==> config.mk <==
export PLATFORM = sky130hd
export DESIGN_NAME = bram_fifo_reader
export DESIGN_NICKNAME = d
export VERILOG_FILES = /design/src/rtl/bram_fifo_pkg.sv /design/src/rtl/reader_skid_fifo.sv /design/src/rtl/bram_fifo_reader.sv
export SDC_FILE = /design/constraint.sdc
export NUM_CORES = 1
export LEC_CHECK = 0
export CAP_MARGIN = 20
export CORE_UTILIZATION = 52
export DETAILED_ROUTE_END_ITERATION = 16
export DONT_BUFFER_PORTS = 1
export GPL_ROUTABILITY_DRIVEN = 0
export HOLD_SLACK_MARGIN = 0.1
export PLACE_DENSITY = 0.67
export SLEW_MARGIN = 10
export SYNTH_ARGS = -nofsm -noshare
export SYNTH_HDL_FRONTEND = slang
export SYNTH_SLANG_ARGS = --single-unit
==> constraint.sdc <==
create_clock -name CLK -period 7.2 [get_ports CLK]
set_input_delay 1.44 -clock CLK [delete_from_list [all_inputs] [get_ports CLK]]
set_output_delay 1.44 -clock CLK [all_outputs]
set_load 0.05 [all_outputs]
==> src/rtl/bram_fifo_pkg.sv <==
// Shared constants and helpers for the BRAM FIFO read-side adapter.
package bram_fifo_pkg;

  localparam int unsigned DEFAULT_DATA_WIDTH   = 32;
  localparam int unsigned DEFAULT_READ_LATENCY = 2;

  // Bits needed to hold any count in 0..max_val (never narrower than 1).
  function automatic int unsigned cnt_width(input int unsigned max_val);
    return (max_val < 1) ? 1 : $clog2(max_val + 1);
  endfunction

endpackage

==> src/rtl/reader_skid_fifo.sv <==
// First-word-fall-through register FIFO absorbing words popped from the BRAM FIFO.
// The head word and its valid flag are kept in registers so the stream outputs are glitch-free.
module reader_skid_fifo
  import bram_fifo_pkg::*;
#(
  parameter int unsigned DATA_WIDTH = DEFAULT_DATA_WIDTH,
  parameter int unsigned DEPTH      = DEFAULT_READ_LATENCY + 1
) (
  input  logic                          clk_i,
  input  logic                          rst_i,
  input  logic                          push_i,
  input  logic [DATA_WIDTH-1:0]         push_data_i,
  input  logic                          pop_i,
  output logic [DATA_WIDTH-1:0]         head_data_o,
  output logic                          head_valid_o,
  output logic [cnt_width(DEPTH)-1:0]   count_o
);

  localparam int unsigned PW = (DEPTH > 1) ? $clog2(DEPTH) : 1;
  localparam int unsigned CW = cnt_width(DEPTH);

  logic [DATA_WIDTH-1:0] mem_q [DEPTH];
  logic [DATA_WIDTH-1:0] mem_d [DEPTH];
  logic [PW-1:0]         wr_ptr_q, wr_ptr_d;
  logic [PW-1:0]         rd_ptr_q, rd_ptr_d;
  logic [CW-1:0]         count_q, count_d;
  logic [DATA_WIDTH-1:0] head_q, head_d;
  logic                  valid_q, valid_d;

  // Pointers wrap at DEPTH, which need not be a power of two.
  function automatic logic [PW-1:0] ptr_inc(input logic [PW-1:0] p);
    return (p == PW'(DEPTH - 1)) ? '0 : p + PW'(1);
  endfunction

  always_comb begin
    mem_d    = mem_q;
    wr_ptr_d = wr_ptr_q;
    rd_ptr_d = rd_ptr_q;
    count_d  = count_q;
    if (push_i) begin
      mem_d[wr_ptr_q] = push_data_i;
      wr_ptr_d        = ptr_inc(wr_ptr_q);
    end
    if (pop_i) begin
      rd_ptr_d = ptr_inc(rd_ptr_q);
    end
    case ({push_i, pop_i})
      2'b10:   count_d = count_q + CW'(1);
      2'b01:   count_d = count_q - CW'(1);
      default: count_d = count_q;
    endcase
    // Look ahead through this cycle's push so a word landing in an empty buffer shows next edge.
    head_d  = mem_d[rd_ptr_d];
    valid_d = (count_d != '0);
  end

  always_ff @(posedge clk_i) begin
    if (rst_i) begin
      wr_ptr_q <= '0;
      rd_ptr_q <= '0;
      count_q  <= '0;
      head_q   <= '0;
      valid_q  <= 1'b0;
    end else begin
      wr_ptr_q <= wr_ptr_d;
      rd_ptr_q <= rd_ptr_d;
      count_q  <= count_d;
      head_q   <= head_d;
      valid_q  <= valid_d;
    end
  end

  // Storage needs no reset: contents are only observed through count/valid.
  always_ff @(posedge clk_i) begin
    mem_q <= mem_d;
  end

  assign head_data_o  = head_q;
  assign head_valid_o = valid_q;
  assign count_o      = count_q;

endmodule

==> src/rtl/bram_fifo_reader.sv <==
// Read-side adapter for bram_fifo: issues pops against buffer credit, tracks words in flight
// through the FIFO read latency and presents them as a bubble-free valid/ready stream.
module bram_fifo_reader
  import bram_fifo_pkg::*;
#(
  parameter int unsigned DATA_WIDTH   = DEFAULT_DATA_WIDTH,
  parameter int unsigned READ_LATENCY = DEFAULT_READ_LATENCY,
  parameter int unsigned SKID_DEPTH   = READ_LATENCY + 1
) (
  input  logic                               CLK,
  input  logic                               RESET,
  input  logic [DATA_WIDTH-1:0]              FIFO_DOUT,
  input  logic                               FIFO_EMPTY,
  input  logic                               FIFO_ALMOST_EMPTY,
  output logic                               FIFO_RD_EN,
  output logic [DATA_WIDTH-1:0]              M_DATA,
  output logic                               M_VALID,
  input  logic                               M_READY,
  output logic [$clog2(SKID_DEPTH+1)-1:0]    OCCUPANCY
);

  localparam int unsigned CW = cnt_width(SKID_DEPTH);
  localparam int unsigned SW = CW + 1;

  logic [READ_LATENCY-1:0] rd_pipe_q, rd_pipe_d;
  logic [CW-1:0]           inflight_q, inflight_d;
  logic [CW-1:0]           occ;
  logic [SW-1:0]           credit_used_c;
  logic                    rd_en_c;
  logic                    capture_c;
  logic                    xfer_c;
  logic                    skid_valid;
  logic [DATA_WIDTH-1:0]   skid_data;
  logic                    almost_empty_unused;

  assign almost_empty_unused = FIFO_ALMOST_EMPTY;

  assign xfer_c    = skid_valid && M_READY;
  assign capture_c = rd_pipe_q[READ_LATENCY-1];

  // A transfer this cycle frees its slot immediately, keeping full throughput at SKID_DEPTH = RL+1.
  always_comb begin
    credit_used_c = SW'(inflight_q) + SW'(occ) - SW'(xfer_c);
    rd_en_c       = !RESET && !FIFO_EMPTY && (credit_used_c < SW'(SKID_DEPTH));
  end

  always_comb begin
    rd_pipe_d  = (rd_pipe_q << 1) | READ_LATENCY'(rd_en_c);
    inflight_d = inflight_q;
    case ({rd_en_c, capture_c})
      2'b10:   inflight_d = inflight_q + CW'(1);
      2'b01:   inflight_d = inflight_q - CW'(1);
      default: inflight_d = inflight_q;
    endcase
  end

  always_ff @(posedge CLK) begin
    if (RESET) begin
      rd_pipe_q  <= '0;
      inflight_q <= '0;
    end else begin
      rd_pipe_q  <= rd_pipe_d;
      inflight_q <= inflight_d;
    end
  end

  reader_skid_fifo #(
    .DATA_WIDTH (DATA_WIDTH),
    .DEPTH      (SKID_DEPTH)
  ) u_skid (
    .clk_i        (CLK),
    .rst_i        (RESET),
    .push_i       (capture_c),
    .push_data_i  (FIFO_DOUT),
    .pop_i        (xfer_c),
    .head_data_o  (skid_data),
    .head_valid_o (skid_valid),
    .count_o      (occ)
  );

  assign FIFO_RD_EN = rd_en_c;
  assign M_DATA     = skid_data;
  assign M_VALID    = skid_valid;
  assign OCCUPANCY  = occ;

  a_credit_bound: assert property (@(posedge CLK) disable iff (RESET)
    (SW'(inflight_q) + SW'(occ)) <= SW'(SKID_DEPTH));

  // Covers the capture-plus-transfer-at-full case too: the credit rule must keep a slot free.
  a_no_overrun: assert property (@(posedge CLK) disable iff (RESET)
    capture_c |-> (occ < CW'(SKID_DEPTH)));

  a_no_empty_pop: assert property (@(posedge CLK)
    FIFO_RD_EN |-> !FIFO_EMPTY);

endmodule

==> out/results.md <==
| Result | This run |
|---|---|
| Total negative setup slack | 0 ns |
| Arrival time at the worst endpoint | 3.08 ns |
| Post-synth design cell area | 5200 µm² |
| Core area | 9730 µm² |
| CTS H-tree depth | 4 |
| Worst-Margin Slew | 1.05 ns |
| Number of cell rows | 36 |
| First-pass GRT wire length | 14.5 mm |
| Count of instances resized after the clock tree is built | 0 |
| HPWL Detailed | 5.61 mm |
| Avg Cell Area, Syn | 11.8 µm² |
| Final antenna diode count | 0 |
| Static power due to leakage | 2.66 nW |
| Number of clock sinks | 139 |
| Routed via count | 3000 |
| Starting Density | 53.5% |
| Post-CTS Hold Buffers | 0 |
| Top achievable clock speed | 0.221 GHz |
| Most frequently used flop master after synthesis | sky130_fd_sc_hd__dfxtp_1 |
| Setup repair after global routing missed its margin | no |
| Crit Path Class | input port to output port |
| HP Start | rd_pipe_q[0] |
| Footprint of the flip-flops and latches | 2780 µm² |
| Worst r2r path cells | 13 |
| Most frequent cells after synthesis | sky130_fd_sc_hd__dfxtp_1 (139), sky130_fd_sc_hd__inv_1 (70), sky130_fd_sc_hd__mux2i_1 (66), sky130_fd_sc_hd__mux2_2 (32), sky130_fd_sc_hd__nand2b_1 (32) |
| Dominant cell by count in the synthesized netlist | sky130_fd_sc_hd__dfxtp_1 |
| Max Slew Vio Count | 0 |
| Run status | completed |
| Post-CTS Repair Setup Buffers | 0 |
| EDFF count, synth | 0 |
| Number of library cell types mapped by synthesis | 34 |
| Max Fanout on Critical Path | 6 |
| Drt via density | 5.08 |
| Fill cell total of the finished layout | 841 |
| Synth Instances | 440 |
| Total number of nets in the final design | 486 |
| Required time of the worst setup path | 5.76 ns |
| Relative area change from synthesis to final layout | 12.8% |
| TritonCTS clock tree | built |
| Die width | 102 µm |
| P per Cell Area | 492 nW/µm² |
| Total global-route track usage | 18.8% |
| Destination of the worst register-to-register timing path | inflight_q[1] |
| Share of synthesized flip-flops with an asynchronous set or reset | 0% |
| Maximum capacitance violations | 0 |
| Number of nets still failing antenna checks after routing | 0 |
| Cell accounting for the most synthesized area | sky130_fd_sc_hd__dfxtp_1 |
| Maximum resistive drop on vdd | 0.000230 V |
| Worst Setup Slack, final | 2.68 ns |
| Vias in the first global route | 2941 |
| Routed wire length | 9.08 mm |
| Startpoint types | input port |
| Share of the cycle needed by the critical path after routing | 62.7% |
| Seq/Total Area, Yosys | 53.5% |
| Number of antenna violations at the first check in global routing | 0 |
| Main area contributors after synthesis | sky130_fd_sc_hd__dfxtp_1 (53%), sky130_fd_sc_hd__mux2i_1 (13%), sky130_fd_sc_hd__o221ai_2 (8.7%) |
| Total area of multi-input combinational cells | 2030 µm² |
| Wire length per cell after detailed routing | 15.4 µm |
| Cts bufs inserted | 17 |
| Layout cells sized above 1 | 22.9% |
| Crit. Startpoint | M_READY |
| Total die area | 10400 µm² |
| Sum of overflow across all layers after global routing | 0 |
| Hold Path Depth | 1 |
| Post-route minimum period | 4.52 ns |
| CTS Root Cell | sky130_fd_sc_hd__clkbuf_8 |
| Yosys warning total | 0 |
| First drt pass iteration count | 4 |
| Final worst clock skew | 0.00655 ns |
| Drt first-iter violations | 45 |
| Maximum clock insertion buffer count | 2 |
| Clock slew at the register clock pins of the worst setup and hold paths | 0.06 ns |
| Post-Synthesis Net Count | 481 |
| Area fraction of the dominant cell type after synthesis | 53.5% |
| Hold endpoint | rd_pipe_q[1] |
| Remaining design rule violation count | 0 |
| Final setup violation count | 0 |
| R2r setup slk | 3.77 ns |
| Pin count of the biggest net entering global routing | 33 |
| Reg-to-reg critical path startpoint | u_skid.head_valid_o |
| Io pins | 73 |
| Post-synthesis sequential element count | 139 |
| Clk Latency, worst-skew pair | 0.51 ns |
| Worst min-delay path class | flop to flop |
| Tightest slew margin relative to the limit | 30.2% |
| IO Port Bufs | 0 |
| Pre-CTS worst setup slack | 2.68 ns |
| Total count of hold-check failures in the final report | 0 |
| Endpoint class of the critical path | output port |
| Vert. Die Dim | 102 µm |
[power by group]
part | leakage (nW) | switching, W | internal [W] | total (W)
combinational | 1.22 | 0.000322 | 0.000240 | 0.000562
sequential | 1.17 | 0.000410 | 0.00108 | 0.00149
clock | 0.282 | 0.000303 | 0.000527 | 0.000831
[flip-flops by register name, summed over array words and instances (netlist names)]
signal / cells
u_skid.wr_ptr_q: 2
inflight_q: 2
u_skid.head_valid_o: 1
u_skid.count_o: 2
u_skid.rd_ptr_q: 2
rd_pipe_q: 2
u_skid.head_data_o: 32
u_skid.mem_q: 96
[stage by stage]
step,hold slack [ns],instance area [µm²],total power [W],cells,util (%)
floorplan,0.414,5200,0.00197,440,-
finish,0.443,5870,0.00289,591,60.3
detailed placement,0.423,5300,0.00208,559,54.4
global placement,0.426,5300,0.00205,559,54.4
global route,0.462,5870,0.00305,591,60.3
CTS,0.437,5870,0.00292,591,60.3
[layout by cell type, fill, tap and decap left out, types with 4 or more instances in the layout]
cell type,netlist,routed
sky130_fd_sc_hd__clkinv_2,0,4
sky130_fd_sc_hd__clkbuf_8,0,5
sky130_fd_sc_hd__nor2_1,9,9
sky130_fd_sc_hd__clkbuf_1,4,4
sky130_fd_sc_hd__a21oi_1,5,5
sky130_fd_sc_hd__nand2b_1,32,32
sky130_fd_sc_hd__dfxtp_1,139,139
sky130_fd_sc_hd__inv_1,70,70
sky130_fd_sc_hd__o221ai_2,30,30
sky130_fd_sc_hd__mux2i_1,66,66
sky130_fd_sc_hd__clkbuf_16,0,16
sky130_fd_sc_hd__mux2_2,32,32
sky130_fd_sc_hd__buf_4,3,7
[routing by layer]
metal / vias to the layer above / track usage [%] / part of all wire [%]
met5: - / 0 / 0
met4: 0 / 7.91 / 1.3
met3: 12 / 6.98 / 5.6
met2: 58 / 31.2 / 49
met1: 1434 / 21.9 / 44
li1: 1496 / - / -
[area by class of cell]
cell class              count  area share (%)
well taps                 133            2.84
inverters                  71            4.54
flip-flops and latches    139            47.4
repair buffers              7           0.895
clock buffers              25            8.25
clock inverters             7            1.49
multi-input cells         209            34.6
[worst max-delay path, cell delays in order]
cell and delay, ns:
sky130_fd_sc_hd__a21boi_0 0.21, sky130_fd_sc_hd__nor2_1 0.13, sky130_fd_sc_hd__inv_1 0.07, sky130_fd_sc_hd__ha_1 0.13, sky130_fd_sc_hd__inv_1 0.04, sky130_fd_sc_hd__fa_1 0.47
sky130_fd_sc_hd__inv_1 0.05, sky130_fd_sc_hd__a221oi_1 0.27, sky130_fd_sc_hd__buf_4 0.26
[kinds of logic after synthesis]
| kind of cell | after synthesis | share of synthesized area (%) |
|---|---|---|
| adders and majority gates | 4 | 1.11 |
| and+or+nand+nor | 56 | 6.49 |
| xor gates and xnor gates | 5 | 0.842 |
| buffers and inverters | 92 | 7.67 |
| DFF | 139 | 53.5 |
| AOI/OAI and AO/OA | 46 | 10.8 |
| muxes | 98 | 19.6 |
[how the worst max path moves through the flow]
stage                       to  slack [ns]  cells past startpoint
global placement    FIFO_RD_EN        2.72                      9
finish              FIFO_RD_EN        2.68                      9
detailed placement  FIFO_RD_EN        2.68                      9
CTS                 FIFO_RD_EN        2.67                      9
global route        FIFO_RD_EN        2.56                      9
floorplan           FIFO_RD_EN        1.99                      8
No activity file was read; power rests on OpenSTA's default activity.
